**src/rtl/uart_pkg.sv**
```systemverilog
// Shared UART definitions for the transmitter and the receiver.
// Defining UART_TX_PARITY_EN adds an even-parity bit, which gives an 11-bit frame.
package uart_pkg;

    typedef enum logic {
        IDLE     = 1'b0,
        TRANSMIT = 1'b1
    } state_t;

    localparam int unsigned CLKS_PER_BIT_DEFAULT = 2604;
    localparam int          BAUD_CNT_W           = 12;
    localparam int          BIT_CNT_W            = 4;

`ifdef UART_TX_PARITY_EN
    localparam int FRAME_BITS = 11;
`else
    localparam int FRAME_BITS = 10;
`endif

    // The frame ends on the baud tick that closes this bit index (the stop bit).
    localparam logic [BIT_CNT_W-1:0] LAST_BIT = BIT_CNT_W'(FRAME_BITS - 1);

endpackage

```
**src/rtl/uart_tx_if.sv**
```systemverilog
// Byte-level request/completion handshake between a host and uart_tx.
interface uart_tx_if;
    logic       trmt;
    logic [7:0] tx_data;
    logic       tx_done;

    modport master (output trmt, output tx_data, input tx_done);
    modport slave  (input trmt, input tx_data, output tx_done);
endinterface

```
**src/rtl/uart_baud_gen.sv**
```systemverilog
// Bit-period timer that produces a one-cycle strobe every CLKS_PER_BIT cycles while it is not held clear.
module uart_baud_gen
    import uart_pkg::*;
#(
    parameter int unsigned CLKS_PER_BIT = CLKS_PER_BIT_DEFAULT
) (
    input  logic clk,
    input  logic rst_n,
    input  logic clear_i,
    output logic tick_o
);

    localparam logic [BAUD_CNT_W-1:0] TERMINAL = BAUD_CNT_W'(CLKS_PER_BIT - 1);

    logic [BAUD_CNT_W-1:0] cnt_q, cnt_d;

    assign tick_o = !clear_i && (cnt_q == TERMINAL);

    always_comb begin
        cnt_d = cnt_q + 1'b1;
        if (clear_i || tick_o) begin
            cnt_d = '0;
        end
    end

    always_ff @(posedge clk or negedge rst_n) begin
        if (!rst_n) begin
            cnt_q <= '0;
        end else begin
            cnt_q <= cnt_d;
        end
    end

endmodule

```
**src/rtl/uart_tx.sv**
```systemverilog
// UART transmitter: sends one 8N1 frame per accepted trmt and sets a sticky tx_done when the frame ends.
// Defining UART_TX_PARITY_EN inserts an even-parity bit after data bit 7.
module uart_tx
    import uart_pkg::*;
#(
    parameter int unsigned CLKS_PER_BIT = CLKS_PER_BIT_DEFAULT
) (
    input  logic     clk,
    input  logic     rst_n,
    uart_tx_if.slave host,
    output logic     TX
);

    state_t                state_q, state_d;
    logic [FRAME_BITS-1:0] shift_q, shift_d;
    logic [BIT_CNT_W-1:0]  bitCnt_q, bitCnt_d;
    logic                  done_q, done_d;
    logic                  baudTick;
    logic                  baudClear;
    logic [FRAME_BITS-1:0] loadFrame;

`ifdef UART_TX_PARITY_EN
    assign loadFrame = {1'b1, ^host.tx_data, host.tx_data, 1'b0};
`else
    assign loadFrame = {1'b1, host.tx_data, 1'b0};
`endif

    // The baud timer is held at zero outside a frame, so every frame starts with a full bit period.
    assign baudClear = (state_q != TRANSMIT);

    uart_baud_gen #(
        .CLKS_PER_BIT(CLKS_PER_BIT)
    ) u_baud (
        .clk    (clk),
        .rst_n  (rst_n),
        .clear_i(baudClear),
        .tick_o (baudTick)
    );

    always_comb begin
        state_d  = state_q;
        shift_d  = shift_q;
        bitCnt_d = bitCnt_q;
        done_d   = done_q;
        unique case (state_q)
            IDLE: begin
                if (host.trmt) begin
                    shift_d  = loadFrame;
                    bitCnt_d = '0;
                    done_d   = 1'b0;
                    state_d  = TRANSMIT;
                end
            end
            TRANSMIT: begin
                if (baudTick) begin
                    shift_d  = {1'b1, shift_q[FRAME_BITS-1:1]};
                    bitCnt_d = bitCnt_q + 1'b1;
                    if (bitCnt_q == LAST_BIT) begin
                        state_d = IDLE;
                        done_d  = 1'b1;
                    end
                end
            end
            default: state_d = IDLE;
        endcase
    end

    // An all-ones shift register keeps the line idle-high straight out of reset.
    always_ff @(posedge clk or negedge rst_n) begin
        if (!rst_n) begin
            state_q  <= IDLE;
            shift_q  <= '1;
            bitCnt_q <= '0;
            done_q   <= 1'b0;
        end else begin
            state_q  <= state_d;
            shift_q  <= shift_d;
            bitCnt_q <= bitCnt_d;
            done_q   <= done_d;
        end
    end

    assign TX           = shift_q[0];
    assign host.tx_done = done_q;

endmodule

```
**src/flat_wrapper.sv**
```systemverilog
// flat-port wrapper written by rule: the top's interface ports become plain ports
module uart_tx_flat import uart_pkg::*;
#(
    parameter int unsigned CLKS_PER_BIT = CLKS_PER_BIT_DEFAULT
)
  (clk, rst_n, TX, host_trmt, host_tx_data, host_tx_done);
  uart_tx_if host_i ();
  input  logic clk;
  input  logic rst_n;
  output logic TX;
  input wire logic [$bits(host_i.trmt)-1:0] host_trmt;
  input wire logic [$bits(host_i.tx_data)-1:0] host_tx_data;
  output wire logic [$bits(host_i.tx_done)-1:0] host_tx_done;
  assign host_i.trmt = host_trmt;
  assign host_i.tx_data = host_tx_data;
  assign host_tx_done = host_i.tx_done;
  uart_tx #(.CLKS_PER_BIT(CLKS_PER_BIT)) u_core (.clk(clk), .rst_n(rst_n), .host(host_i), .TX(TX));
endmodule
```
**config.mk**
```make
export PLATFORM = sky130hd
export DESIGN_NAME = uart_tx_flat
export DESIGN_NICKNAME = d
export VERILOG_FILES = /design/src/rtl/uart_pkg.sv /design/src/rtl/uart_tx_if.sv /design/src/rtl/uart_baud_gen.sv /design/src/rtl/uart_tx.sv /design/src/flat_wrapper.sv
export SDC_FILE = /design/constraint.sdc
export NUM_CORES = 1
export LEC_CHECK = 0
export CAP_MARGIN = 20
export CORE_ASPECT_RATIO = 0.5
export CORE_UTILIZATION = 40
export CTS_BUF_LIST = sky130_fd_sc_hd__clkbuf_8
export DETAILED_ROUTE_END_ITERATION = 10
export GPL_TIMING_DRIVEN = 0
export PLACE_DENSITY = 0.66
export SETUP_SLACK_MARGIN = 0.15
export SKIP_LAST_GASP = 1
export SLEW_MARGIN = 5
export SYNTH_ARGS = -nofsm -noshare
export SYNTH_HDL_FRONTEND = slang
export SYNTH_HIERARCHICAL = 1
export SYNTH_SLANG_ARGS = --single-unit
export TNS_END_PERCENT = 100
```
**constraint.sdc**
```tcl
create_clock -name clk -period 3.8 [get_ports clk]
set_input_delay 0.95 -clock clk [delete_from_list [all_inputs] [get_ports clk]]
set_output_delay 0.95 -clock clk [all_outputs]
set_load 0.02 [all_outputs]
```
* After elaboration in Yosys (flattened, before gate mapping)
Cells that the tools add are included.
** Word-level totals
- Flip-flop bits (word level) :: 28
- Input bits :: 11
- Output and inout port bits :: 2
- Word-level logic and storage cells :: 32
** Cells by class
- Add/subtract/negate cells :: 2
- Equal/unequal tests :: 5
- Muxes and demuxes :: 15
- Bitwise gates (word level) :: 1
- Reduce and logical (&&, ||, !) cells :: 4
** Operators with widths (number)
- $mux W10 :: 2
- $pmux W10 S2 :: 1
- $add A12 B1 Y12 const B :: 1
- $eq A12 B12 Y1 const B :: 1
- $mux W12 :: 1
- $mux W4 :: 2
- $pmux W4 S2 :: 1
- $mux W1 :: 6
- $ne A2 B2 Y1 const B :: 3
- $add A4 B1 Y4 const B :: 1
- $eq A4 B4 Y1 const B :: 1
- $pmux W1 S2 :: 2
- $reduce_and A3 Y1 :: 1
- $reduce_and A2 Y1 :: 1
- $logic_and A1 B1 Y1 :: 1
- $logic_or A1 B1 Y1 :: 1
- $not A1 Y1 :: 1

* Depth between registers and ports, before layout
Gate-level depths: netlist of the first run.
- Word-level depth :: 4
- Gate-level depth with buffers :: 7
- Gate-level depth less buffers :: 7

* Modules after synthesis
The synthesis of the first run kept the hierarchy.
** Modules (own cells, without submodules)
- uart_tx :: times used 1, cells each 79, area an instance 830.8 µm²
- uart_baud_gen :: times used 1, cells each 59, area an instance 636.9 µm²

* Worst setup path after synthesis of the first run
OpenSTA, ideal clock, no wires.
- Path type :: reg-to-reg
- Start :: reg u_core.u_baud.cnt_q[0]
- End :: reg u_core.bitCnt_q[1]
- Setup time :: 128 ps
- Arrival time :: 1724 ps
- Required time :: 3672 ps
- Setup slack :: 1948 ps
- Cell stages (with the launch flop) :: 8
- Path buffers :: 0
- Period minus slack after synthesis :: 1852 ps
- Cells stage by stage :: dfrtp_1 > ha_1 > and4b_1 > and4_1 > nor2b_1 > and2b_1 > o21ai_0 > o31ai_1
** On the way
- Cells in the longest elaborated chain, start to end :: 4
** Ends and longest elaborated chain
- start, declared :: RTL line uart_baud_gen.sv:15 : logic [BAUD_CNT_W-1:0] cnt_q, cnt_d;
- start signal, assigned :: RTL line uart_baud_gen.sv:30 : cnt_q <= cnt_d;
- $eq A12 B12 Y1 :: RTL line uart_baud_gen.sv:17 : assign tick_o = !clear_i && (cnt_q == TERMINAL);
- $logic_and A1 B1 Y1 :: RTL line uart_baud_gen.sv:17
- net u_core.baudTick :: RTL line uart_tx.sv:18 : logic baudTick;
- $ne A2 B2 Y1 (no source line)
- $reduce_and A2 Y1 (no source line)
- end signal, assigned :: RTL line uart_tx.sv:78 : bitCnt_q <= bitCnt_d;
- end, declared :: RTL line uart_tx.sv:16 : logic [BIT_CNT_W-1:0] bitCnt_q, bitCnt_d;
The timed path passes the listed nets, and every way through them passes these cells.
A chain may end at the register's enable or synchronous reset.

* Worst setup path after layout of the first run
- Start :: reg u_core.shift_q[0]
- End :: out TX
** RTL lines
- start, declared :: RTL line uart_tx.sv:15 : logic [FRAME_BITS-1:0] shift_q, shift_d;
- start signal, assigned :: RTL line uart_tx.sv:77 : shift_q <= shift_d;
- end, declared :: RTL line flat_wrapper.sv:10 : output logic TX;
No word-level cell between the ends.

==> results of run 1 <==
[sequential cells by signal, indices dropped and copies added, names as in the netlist]
name	count
u_core/bitCnt_q	4
u_core/u_baud/cnt_q	12
u_core/host.tx_done	1
u_core/shift_q	9
u_core/state_q	1
[where the power goes]
part           total [mW]  leakage, nW  switching (mW)  internal, mW
Sequential          0.431        0.314          0.0783         0.353
Combinational       0.154        0.288          0.0720        0.0819
Clock               0.173       0.0217          0.0984        0.0747
Total               0.758        0.624           0.249         0.510
[path summary, 6_finish.rpt]
check / to / start / slack [ns]
max: TX / u_core/shift_q[0] / 1.42
min: u_core/shift_q[0] / u_core/shift_q[0] / 0.48
max reg2reg: u_core/shift_q[7] / u_core/u_baud/cnt_q[0] / 1.69
min reg2reg: u_core/shift_q[0] / u_core/shift_q[0] / 0.48
max in group asynchronous: u_core/shift_q[8] / rst_n / 2.09
min in group asynchronous: u_core/bitCnt_q[3] / rst_n / 1.09
[cells in the mapped netlist, drive strengths merged (2+ instances only)]
master	number	area (µm²)
and4b	2	20.0
dfstp	9	236
or3	4	25.0
nor2b	9	56.3
o21ai	8	40.0
nand3	5	37.5
o31ai	4	30.0
nand2	8	30.0
o22ai	3	18.8
a21oi	9	45.0
nor3	5	25.0
buf	6	51.3
inv	2	7.51
nor2	2	7.51
ha	3	37.5
nand4	3	33.8
mux2i	9	90.1
dfrtp	18	450
xnor2	2	17.5
xor2	4	35.0
a211oi	14	110
or4	3	22.5
[area by class of cell]
type	instances	area (µm²)
sequential	27	687
clock buffer	3	41.3
buffer	7	55.1
tap	51	63.8
timing repair buffer	13	135
clock inverter	1	7.51
multi-input combinational	101	714
inverter	3	11.3
fill	324	1760
[per-layer routing]
| metal | GRT usage | part of all wire | vias up |
|---|---|---|---|
| met4 | 0.0393 | 0.0029 | 0 |
| met5 | 0 | 0 | - |
| met2 | 0.270 | 0.47 | 12 |
| met3 | 0.0384 | 0.025 | 2 |
| li1 | - | - | 553 |
| met1 | 0.215 | 0.51 | 539 |
[kinds of logic (layout without fill, tap and decap cells)]
logic type,Yosys count,in the layout,synth area share
xor+xnor,6,6,0.0358
compound gates,38,38,0.166
flops,27,27,0.468
buf+inv,10,27,0.0452
mux,9,9,0.0614
simple gates,45,45,0.198
fa+ha+maj,3,3,0.0256
[metrics by stage]
stage | setup WS (ns) | hold WS [ns] | instances | power, mW | instance area, µm²
floorplan | 1.95 | 0.492 | 138 | 0.535 | 1470
global placement | 1.40 | 0.463 | 201 | 0.581 | 1650
detailed placement | 1.68 | 0.466 | 202 | 0.593 | 1670
CTS | 1.41 | 0.484 | 206 | 0.768 | 1720
global route | 1.36 | 0.505 | 206 | 0.808 | 1720
finish | 1.42 | 0.483 | 206 | 0.758 | 1720
[worst reg2reg max path: stages (launching register included)]
cell and delay [ns]:
sky130_fd_sc_hd__dfrtp_1 0.43, sky130_fd_sc_hd__ha_1 0.28, sky130_fd_sc_hd__and4b_1 0.21, sky130_fd_sc_hd__and4_1 0.27, sky130_fd_sc_hd__nor2b_1 0.35, sky130_fd_sc_hd__buf_6 0.23, sky130_fd_sc_hd__mux2i_1 0.21, sky130_fd_sc_hd__a21oi_1 0.09
[cell usage in the layout (no fill, tap or decap), types with 3 or more instances in the layout]
master	count
sky130_fd_sc_hd__a211oi_1	13
sky130_fd_sc_hd__a21oi_1	9
sky130_fd_sc_hd__buf_6	3
sky130_fd_sc_hd__clkbuf_8	3
sky130_fd_sc_hd__clkdlybuf4s50_1	12
sky130_fd_sc_hd__dfrtp_1	18
sky130_fd_sc_hd__dfstp_2	9
sky130_fd_sc_hd__ha_1	3
sky130_fd_sc_hd__mux2i_1	9
sky130_fd_sc_hd__nand2_1	8
sky130_fd_sc_hd__nand3_1	4
sky130_fd_sc_hd__nor2b_1	9
sky130_fd_sc_hd__nor3_1	5
sky130_fd_sc_hd__o21ai_0	7
sky130_fd_sc_hd__o22ai_1	3
sky130_fd_sc_hd__o31ai_1	4
sky130_fd_sc_hd__or3_1	4
sky130_fd_sc_hd__or4_1	3
sky130_fd_sc_hd__xor2_1	4
==> results.md, run 1 <==
| Stage | Result | Value |
|:---|:---|:---|
| global routing | Leftover overflow at the end of global routing | 0 |
| power and ir drop | Power Density | 442 nW/µm² |
| clock network | Number of buffers between clock root and the deepest sink | 2 |
| timing | Fmax | 0.420 GHz |
| worst setup path | Depth of the critical timing path with buffers and inverters included | 1 |
| clock network | Post-cts resize count | 0 |
| die | Top Ports | 13 |
| die | Width of the chip | 87.7 µm |
| timing | Number of failing hold endpoints at the final stage | 0 |
| timing | Fraction of the cycle the final worst path needs | 0.626 |
| worst setup path | Arrival time at the worst endpoint | 1.43 ns |
| finish | Number of nets in the final layout | 170 |
| worst setup path | Stage delay of the slowest cell on the critical path | 0.59 ns |
| logic synthesis | Number of synthesized register bits | 27 |
| worst setup path | Data required, critical path | 2.85 ns |
| clock network | Clock transition at path regs | 0.10 ns |
| worst setup path | Gate family responsible for the most delay along the worst path | buffers and inverters |
| global routing | First-pass GRT wire length | 4750 µm |
| logic synthesis | Cell count after synthesis | 138 |
| worst setup path | Cells traversed along the worst timing path | clkdlybuf4s50_1 |
| timing | Final setup violation count | 0 |
| logic synthesis | Syn_nets | 152 |
| global routing | Largest net degree at the start of global routing | 17 |
| finish | Number of inserted diodes | 0 |
| die | Initial standard-cell utilization of the core | 0.423 |
| worst hold path | Path class of the lowest-slack min-delay path | reg2reg |
| finish | Ratio of cells with drive above 1 in the final layout | 0.148 |
| die | Height of the die | 44.8 µm |
| worst setup path | Master of the slowest instance on the critical path | sky130_fd_sc_hd__clkdlybuf4s50_1 |
| place | Detail Placement HPWL | 1970 µm |
| worst setup path | Total buffers and inverters traversed by the critical path | 1 |
| timing | Worst slew slack as a fraction of its limit | 0.510 |
| worst hold path | Hold Crit Depth | 2 |
| clock network | Worst skew pair latency | 0.28 ns |
| timing | Fin Clk Skew | 0.00941 ns |
| flow run | Max capacitance violation total | 0 |
| routing | DRC viols | 0 |
| place | Quantity of I/O buffers inserted on ports | 12 |
| timing | Actual slew at the worst max-slew pin | 0.732 ns |
| timing | Total Negative Setup Slacks | 0 ns |
| routing | Routed wire length per instance | 13.5 µm |
| die | Die area | 3930 µm² |
| worst setup path | Critical path capture point type | output pin |
| timing | RSZ-0062 raised after global routing | false |
| worst setup path | Crit path kind | reg2out |
| clock network | H-tree levels | 1 |
| routing | Number of iterations in the first detailed-routing pass | 4 |
| run status | Run status | complete, no violations |
| worst setup path | Worst Setup Start Kind | flop |
| clock network | Number of buffers added to fix hold violations after cts | 0 |
| clock network | Number of buffers added by the clock tree synthesis step | 3 |
| logic synthesis | Synth cell types | 34 |
| timing | Final critical-path required period | 2.38 ns |
| routing | Antenna-violating nets left | 0 |
| logic synthesis | Post-Syn Area per Cell | 10.6 µm² |
| power and ir drop | Leak pwr | 0.624 nW |
| global routing | Aggregate global-route resource usage | 0.161 |
| logic synthesis | Mapped Area | 1470 µm² |
| clock network | Clock Sink Count | 27 |
| logic synthesis | Count of flip-flops with a built-in enable after synthesis | 0 |
| finish | Post-synthesis to final-layout area growth | 16.9% |
| global routing | Vias in the first global route | 991 |
| routing | DR iter-0 viols | 31 |
| logic synthesis | FFs w/ async S/R, synth | 1.00 |
| logic synthesis | Sequential cell area fraction in the yosys report | 0.468 |
| routing | Detailed-route via count | 1,106 |
| finish | Final core occ | 0.494 |
| routing | Average via count per standard cell | 5.37 |
| global routing | Antenna violations before repair | 0 |
| logic synthesis | Number of warning messages in the yosys log | 6 |
| power and ir drop | VDD IR max | 0.152 mV |
| timing | Max Slew Vio Count | 0 |
| logic synthesis | Most frequently used flop master after synthesis | sky130_fd_sc_hd__dfrtp_1 |
| routing | Post-Route WL | 2770 µm |
| clock network | CTS tree | done |
| clock network | Number of buffers inserted by post-CTS setup repair | 0 |
| place | Final estimated routing congestion in global placement | 0.734 |
| clock network | CTS Root Cell | sky130_fd_sc_hd__clkbuf_8 |
| die | Row count | 15 |
| die | Floorplan core area | 3470 µm² |
| worst setup path | Worst r2r path cells | 7 |
| worst setup path | Maximum fanout encountered on the critical timing path | 3 |
(Power assumes the default switching activity.)
==> run 2, diff against run 1 <==
==> constraint.sdc (replaced) <==
create_clock -name clk -period 2.2 [get_ports clk]
set_input_delay 0.55 -clock clk [delete_from_list [all_inputs] [get_ports clk]]
set_output_delay 0.55 -clock clk [all_outputs]
set_load 0.02 [all_outputs]
==> run 2 against run 1 <==
Critical path depth did not move. Register-to-register slack got worse by 1.4 ns. Flip-flop and latch count stayed put. Die area unchanged. Worst setup slack worse by 1.2 ns. Non-clock buffer count stayed put. Total power up 73%. Count of clock-buffer cells in the layout stayed put. Critical path type unchanged. Cell count is the same. Clock skew about the same. Largest power group unchanged. Highest routed layer unchanged. Critical endpoint unchanged.
==> results.md, run 2 (synthesis results as in run 1) <==
| Stage | Result | Value | vs previous |
|:---|:---|:---|:---|
| run status | Run status | complete, no violations | unchanged |
| routing | Post-Route WL | 2790 µm | was 2770 µm |
| timing | Fin Clk Skew | 0.00958 ns | was 0.00941 ns |
| worst hold path | Hold Crit Depth | 2 | unchanged |
| power and ir drop | VDD IR max | 0.271 mV | was 0.152 mV |
| timing | Worst setup margin | 0.220 ns | was 1.42 ns |
| worst setup path | Worst reg2reg path endpoint | u_core/shift_q[7] | unchanged |
| worst setup path | Worst Setup Start Kind | flop | unchanged |
| worst setup path | Register-to-register path setup slack | 0.30 ns | was 1.69 ns |
| timing | Max Slew Vio Count | 0 | unchanged |
| finish | Register containing the most flip-flops in the final layout | u_core/u_baud/cnt_q | unchanged |
| global routing | Aggregate global-route resource usage | 0.161 | unchanged |
| clock network | Worst skew pair latency | 0.28 ns | about the same |
| finish | Fill cell instance count of the final layout | 323 | was 324 |
| finish | Number of standard cells in the layout, taps in and fillers out | 206 | unchanged |
| die | Die area | 3930 µm² | unchanged |
| routing | DRC viols | 0 | unchanged |
| clock network | CTS Root Cell | sky130_fd_sc_hd__clkbuf_8 | unchanged |
| finish | Largest registers ranked by flip-flop count | u_core/u_baud/cnt_q: 12 flops, u_core/shift_q: 9 flops, u_core/bitCnt_q: 4 flops | unchanged |
| routing | DR iter-0 viols | 27 | was 31 |
| routing | Average via count per standard cell | 5.35 | was 5.37 |
| timing | Fmax | 0.505 GHz |  |
| worst setup path | Data required, critical path | 1.65 ns | was 2.85 ns |
| worst hold path | Hold endpoint | u_core/shift_q[0] | unchanged |
| die | Initial standard-cell utilization of the core | 0.423 | unchanged |
| timing | Number of failing hold endpoints at the final stage | 0 | unchanged |
| power and ir drop | Leak pwr | 0.621 nW | was 0.624 nW |
| global routing | Largest net degree at the start of global routing | 17 | unchanged |
| global routing | First-pass GRT wire length | 4760 µm | was 4750 µm |
| worst setup path | Gate family responsible for the most delay along the worst path | buffers and inverters | unchanged |
| timing | Final setup violation count | 0 | unchanged |
| finish | Number of nets in the final layout | 170 | unchanged |
| finish | Area of the multi-input gates | 724 µm² | was 714 µm² |
| place | Final estimated routing congestion in global placement | 0.734 | unchanged |
| worst setup path | Crit path kind | reg2out | unchanged |
| die | Row count | 15 | unchanged |
| finish | Post-synthesis to final-layout area growth | 17.6% | was 16.9% |
| worst setup path | Worst r2r path cells | 7 | unchanged |
| finish | Number of inserted diodes | 0 | unchanged |
| finish | Register area | 688 µm² | was 687 µm² |
| worst setup path | Critical path capture point type | output pin | unchanged |
| die | Top Ports | 13 | unchanged |
| clock network | Number of buffers added to fix hold violations after cts | 0 | unchanged |
| timing | Total Negative Setup Slacks | 0 ns | unchanged |
| routing | Detailed-route via count | 1,102 | was 1,106 |
| place | Instance count after placement with tap cells included | 202 | unchanged |
| clock network | H-tree levels | 1 | unchanged |
| power and ir drop | Power Density | 761 nW/µm² | was 442 nW/µm² |
| worst setup path | Maximum fanout encountered on the critical timing path | 3 | unchanged |
| timing | Final critical-path required period | 1.98 ns |  |
| die | Height of the die | 44.8 µm | unchanged |
| finish | Number of flip-flops in the largest register | 12 | unchanged |
| worst setup path | Critical register-to-register path startpoint | u_core/u_baud/cnt_q[1] | was u_core/u_baud/cnt_q[0] |
| routing | Antenna-violating nets left | 0 | unchanged |
| worst setup path | Stage delay of the slowest cell on the critical path | 0.59 ns | about the same |
| global routing | Leftover overflow at the end of global routing | 0 | unchanged |
| worst hold path | Critical hold path startpoint | u_core/shift_q[0] | unchanged |
| clock network | Number of buffers between clock root and the deepest sink | 2 | unchanged |
| clock network | Clock transition at path regs | 0.10 ns | about the same |
| routing | Routed wire length per instance | 13.5 µm | about the same |
| clock network | Number of buffers added by the clock tree synthesis step | 3 | unchanged |
| die | Width of the chip | 87.7 µm | unchanged |
| worst hold path | Path class of the lowest-slack min-delay path | reg2reg | unchanged |
| clock network | Clock Sink Count | 27 | unchanged |
| finish | Ratio of cells with drive above 1 in the final layout | 0.168 | was 0.148 |
| flow run | Max capacitance violation total | 0 | unchanged |
| finish | Most common cell after layout, fill and taps aside | sky130_fd_sc_hd__dfrtp_1 | unchanged |
| place | Worst-case setup slack after placement | 0.0848 ns | was 1.68 ns |
| place | Quantity of I/O buffers inserted on ports | 12 | unchanged |
| global routing | Vias in the first global route | 990 | was 991 |
| worst setup path | Cells traversed along the worst timing path | clkdlybuf4s50_1 | unchanged |
| timing | RSZ-0062 raised after global routing | false | unchanged |
| worst setup path | Master of the slowest instance on the critical path | sky130_fd_sc_hd__clkdlybuf4s50_1 | unchanged |
| timing | Actual slew at the worst max-slew pin | 0.732 ns | unchanged |
| timing | Fraction of the cycle the final worst path needs | 0.900 |  |
| global routing | Antenna violations before repair | 0 | unchanged |
| worst setup path | Arrival time at the worst endpoint | 1.43 ns | about the same |
| routing | Number of iterations in the first detailed-routing pass | 4 | unchanged |
| worst setup path | Total buffers and inverters traversed by the critical path | 1 | unchanged |
| clock network | CTS tree | done | unchanged |
| finish | Commonest cells after routing, fill and taps aside | sky130_fd_sc_hd__dfrtp_1 (17), sky130_fd_sc_hd__a211oi_1 (13), sky130_fd_sc_hd__clkdlybuf4s50_1 (12) | was sky130_fd_sc_hd__dfrtp_1 (18), sky130_fd_sc_hd__a211oi_1 (13), sky130_fd_sc_hd__clkdlybuf4s50_1 (12) |
| place | Detail Placement HPWL | 1970 µm | unchanged |
| timing | Worst slew slack as a fraction of its limit | 0.510 | unchanged |
| die | Floorplan core area | 3470 µm² | unchanged |
[run 2: cell counts in the layout (fill, tap and decap cells not counted)]
No cell type changed its count.
[run 2: how the worst max path moves through the flow]
stage | startpoint | end | cells after the start
floorplan | u_core/u_baud/cnt_q[0] | u_core/bitCnt_q[1] | 7
global placement | u_core/u_baud/cnt_q[0] | u_core/shift_q[2] | 7
detailed placement | u_core/u_baud/cnt_q[0] | u_core/shift_q[3] | 7
CTS | u_core/u_baud/cnt_q[0] | u_core/shift_q[3] | 7
global route | u_core/u_baud/cnt_q[0] | u_core/shift_q[3] | 7
finish | u_core/shift_q[0] | TX | 1
[run 2: repair_timing]
action	CTS	global route
setup endpoints to repair	13	15
resized for setup	1	3
setup buffers	0	0
cloned	0	0
[run 2: report_power, final]
group          total (mW)  switching [mW]  leakage (nW)  internal, mW
clock network       0.299           0.170        0.0217         0.129
logic               0.269           0.126         0.286         0.143
registers           0.746           0.136         0.313         0.610
[run 2: final cells by class]
| class | count | share of cell area |
|---|---|---|
| well taps | 51 | 0.0370 |
| clock buffers | 3 | 0.0239 |
| repair buffers | 13 | 0.0783 |
| clock inverters | 1 | 0.00435 |
| plain buffers | 7 | 0.0319 |
| inverters | 3 | 0.00652 |
| multi-input cells | 101 | 0.420 |
| flip-flops and latches | 27 | 0.399 |
[run 2: routing by layer]
metal / track usage / part of all wire / up-vias
met3: 0.0384 / 0.025 / 2
met1: 0.216 / 0.51 / 536
met5: 0 / 0 / -
met4: 0.0393 / 0.0029 / 0
li1: - / - / 552
met2: 0.269 / 0.46 / 12
[run 2: metrics by stage]
stage                      util  power [mW]  hold WS (ns)  area [µm²]
final                     0.497        1.31         0.483        1730
after global routing      0.497        1.40         0.505        1730
after CTS                 0.495        1.33         0.484        1720
after detailed placement  0.480        1.02         0.466        1670
after global placement    0.476        1.00         0.463        1650
after floorplan               -       0.923         0.254        1470
==> run 3, diff against run 2 <==
--- a/config.mk
+++ b/config.mk
@@ -12,6 +12,7 @@
 export DETAILED_ROUTE_END_ITERATION = 10
 export GPL_TIMING_DRIVEN = 0
 export PLACE_DENSITY = 0.66
+export REMOVE_ABC_BUFFERS = 1
 export SETUP_SLACK_MARGIN = 0.15
 export SKIP_LAST_GASP = 1
 export SLEW_MARGIN = 5
==> run 3 against run 2 <==
Core utilization is 0.11 points higher. Register-to-register slack improved by 0.02 ns. Global-route usage fell by 0.20 points. Via count fell by 0.27%. Combinational power increased by 3%. Sequential share of layout area grew 0.13 points. Clock skew is 0.0030 ns lower. Routed wire length increased by 1.6%. Fmax barely moved. First-iteration DRC count rose by 63%. Sequential power increased by 2%. Largest power group unchanged. Highest routed layer unchanged.
==> results.md, run 3 (synthesis results as in run 1) <==
| Stage | Result | Value | vs previous |
|:---|:---|:---|:---|
| power and ir drop | Power share of the sequential group | 0.572 | was 0.567 |
| timing | Fin Clk Skew | 0.00657 ns | was 0.00958 ns |
| finish | Area of the multi-input gates | 743 µm² | was 724 µm² |
| routing | Post-Route WL | 2840 µm | was 2790 µm |
| power and ir drop | Total internal power | 0.894 mW | was 0.882 mW |
| die | Floorplan core area | 3470 µm² | unchanged |
| timing | Final setup violation count | 0 | unchanged |
| die | Width of the chip | 87.7 µm | unchanged |
| routing | Routed wire length per instance | 14.0 µm | was 13.5 µm |
| worst setup path | Master of the slowest instance on the critical path | sky130_fd_sc_hd__clkdlybuf4s50_1 | unchanged |
| clock network | Clock Sink Count | 27 | unchanged |
| finish | Number of inserted diodes | 0 | unchanged |
| routing | Average via count per standard cell | 5.41 | was 5.35 |
| finish | Most common cell after layout, fill and taps aside | sky130_fd_sc_hd__dfrtp_1 | unchanged |
| finish | Register containing the most flip-flops in the final layout | u_core/u_baud/cnt_q | unchanged |
| power and ir drop | Clock network fraction of total power | 0.219 | was 0.228 |
| place | Quantity of I/O buffers inserted on ports | 12 | unchanged |
| finish | Final core occ | 0.498 | was 0.497 |
| worst setup path | Total buffers and inverters traversed by the critical path | 1 | unchanged |
| power and ir drop | VDD IR max | 0.259 mV | was 0.271 mV |
| clock network | Worst skew pair latency | 0.28 ns | about the same |
| routing | Number of iterations in the first detailed-routing pass | 4 | unchanged |
| timing | Number of failing hold endpoints at the final stage | 0 | unchanged |
| clock network | Number of buffers between clock root and the deepest sink | 2 | unchanged |
| finish | Layout Cell Area excl Fill | 1730 µm² | about the same |
| place | Detail Placement HPWL | 1850 µm | was 1970 µm |
| worst setup path | Crit path kind | reg2out | unchanged |
| worst setup path | Gate family responsible for the most delay along the worst path | buffers and inverters | unchanged |
| global routing | First-pass GRT wire length | 4710 µm | was 4760 µm |
| routing | Detailed-route via count | 1,099 | was 1,102 |
| place | Area after detailed placement | 1620 µm² | was 1670 µm² |
| die | Row count | 15 | unchanged |
| routing | DRC viols | 0 | unchanged |
| finish | Post-synthesis to final-layout area growth | 17.9% | was 17.6% |
| clock network | CTS tree | done | unchanged |
| clock network | CTS Root Cell | sky130_fd_sc_hd__clkbuf_8 | unchanged |
| timing | RSZ-0062 raised after global routing | false | unchanged |
| finish | Register area | 692 µm² | was 688 µm² |
| timing | Max Slew Vio Count | 0 | unchanged |
| timing | Final critical-path required period | 1.98 ns | about the same |
| die | Die area | 3930 µm² | unchanged |
| place | Final estimated routing congestion in global placement | 0.734 | about the same |
| worst setup path | Maximum fanout encountered on the critical timing path | 3 | unchanged |
| die | Initial standard-cell utilization of the core | 0.423 | unchanged |
| power and ir drop | Switching fraction of total power | 0.325 | was 0.328 |
| worst setup path | Cells traversed along the worst timing path | clkdlybuf4s50_1 | unchanged |
| finish | Fill cell instance count of the final layout | 317 | was 323 |
| timing | Total Negative Setup Slacks | 0 ns | unchanged |
| global routing | Leftover overflow at the end of global routing | 0 | unchanged |
| worst setup path | Arrival time at the worst endpoint | 1.43 ns | about the same |
| timing | Fraction of the cycle the final worst path needs | 0.901 | was 0.900 |
| global routing | Aggregate global-route resource usage | 0.159 | was 0.161 |
| finish | Number of flip-flops in the largest register | 12 | unchanged |
| clock network | Clock transition at path regs | 0.10 ns | about the same |
| worst setup path | Stage delay of the slowest cell on the critical path | 0.60 ns | was 0.59 ns |
| global routing | Antenna violations before repair | 0 | unchanged |
| timing | Actual slew at the worst max-slew pin | 0.724 ns | was 0.732 ns |
| timing | Worst slew slack as a fraction of its limit | 0.516 | was 0.510 |
| finish | Number of nets in the final layout | 167 | was 170 |
| flow run | Max capacitance violation total | 0 | unchanged |
| worst setup path | Register-to-register path setup slack | 0.32 ns | was 0.30 ns |
| power and ir drop | Portion of total power attributed to combinational logic | 0.209 | was 0.205 |
| clock network | H-tree levels | 1 | unchanged |
| finish | Largest registers ranked by flip-flop count | u_core/u_baud/cnt_q: 12 flops, u_core/shift_q: 9 flops, u_core/bitCnt_q: 4 flops | unchanged |
| finish | Ratio of cells with drive above 1 in the final layout | 0.197 | was 0.168 |
| power and ir drop | Power Density | 765 nW/µm² | was 761 nW/µm² |
| die | Height of the die | 44.8 µm | unchanged |
| worst setup path | Data required, critical path | 1.65 ns | about the same |
| worst setup path | Critical path capture point type | output pin | unchanged |
| clock network | Number of buffers added by the clock tree synthesis step | 3 | unchanged |
| power and ir drop | Switching Power | 0.430 mW | was 0.432 mW |
| die | Top Ports | 13 | unchanged |
| routing | Antenna-violating nets left | 0 | unchanged |
| worst setup path | Worst Setup Start Kind | flop | unchanged |
| routing | DR iter-0 viols | 44 | was 27 |
| power and ir drop | Leak pwr | 0.616 nW | was 0.621 nW |
| global routing | Vias in the first global route | 1,058 | was 990 |
| run status | Run status | complete, no violations | unchanged |
| timing | Fmax | 0.505 GHz | about the same |
| finish | Commonest cells after routing, fill and taps aside | sky130_fd_sc_hd__dfrtp_1 (14), sky130_fd_sc_hd__a211oi_1 (13), sky130_fd_sc_hd__clkdlybuf4s50_1 (12) | was sky130_fd_sc_hd__dfrtp_1 (17), sky130_fd_sc_hd__a211oi_1 (13), sky130_fd_sc_hd__clkdlybuf4s50_1 (12) |
| worst hold path | Path class of the lowest-slack min-delay path | reg2reg | unchanged |
| global routing | Largest net degree at the start of global routing | 23 | was 17 |
run 3: what timing repair did:
action                                  in CTS  in global routing
pin swaps                                    1                  1
endpoints found under the setup margin      15                  1
setup buffers                                2                  1
resized for setup                            7                  6
hold buffers                                 0                  0
run 3: cell type report:
| class | instances | area share |
|---|---|---|
| Clock buffer | 3 | 0.0239 |
| Clock inverter | 1 | 0.00434 |
| Inverter | 3 | 0.00795 |
| Multi-Input combinational cell | 101 | 0.430 |
| Sequential cell | 27 | 0.400 |
| Tap cell | 51 | 0.0369 |
| Timing Repair Buffer | 17 | 0.0976 |
run 3: power groups by stage:
stage	clock [mW]	combinational (mW)	sequential (mW)
finish	0.289	0.277	0.758
global route	0.328	0.312	0.774
CTS	0.302	0.270	0.747
detailed placement	0	0.267	0.753
global placement	0	0.250	0.751
floorplan	0	0.188	0.728
run 3: per-layer routing:
layer	wire length (µm)	up-vias	GRT usage
li1	-	551	-
met5	0	-	0
met2	1350	11	0.291
met3	72	2	0.0402
met1	1390	535	0.190
met4	18	0	0.0459
run 3: final timing paths:
check / depth (start not counted) / end / from
hold reg to reg: 2 / u_core/shift_q[0] / u_core/shift_q[0]
hold / removal: 2 / u_core/shift_q[0] / u_core/shift_q[0]
setup reg to reg: 8 / u_core/bitCnt_q[3] / u_core/u_baud/cnt_q[1]
max in group asynchronous: 2 / u_core/shift_q[6] / rst_n
min in group asynchronous: 1 / u_core/u_baud/cnt_q[2] / rst_n
setup / recovery: 1 / TX / u_core/shift_q[0]
run 3: tightest hold or removal path: stages, from the launching register on:
cell and delay (ns):
sky130_fd_sc_hd__dfstp_2 0.39, sky130_fd_sc_hd__nand2_1 0.05, sky130_fd_sc_hd__o21ai_1 0.05
run 3: per-stage QoR:
step / hold WS (ns) / power [mW] / setup WS (ns) / cells
global placement: 0.462 / 1.00 / -1.12 / 194
CTS: 0.486 / 1.32 / 0.205 / 202
detailed placement: 0.469 / 1.02 / -0.834 / 196
floorplan: 0.254 / 0.916 / -0.446 / 131
global route: 0.502 / 1.41 / 0.171 / 203
finish: 0.481 / 1.32 / 0.218 / 203
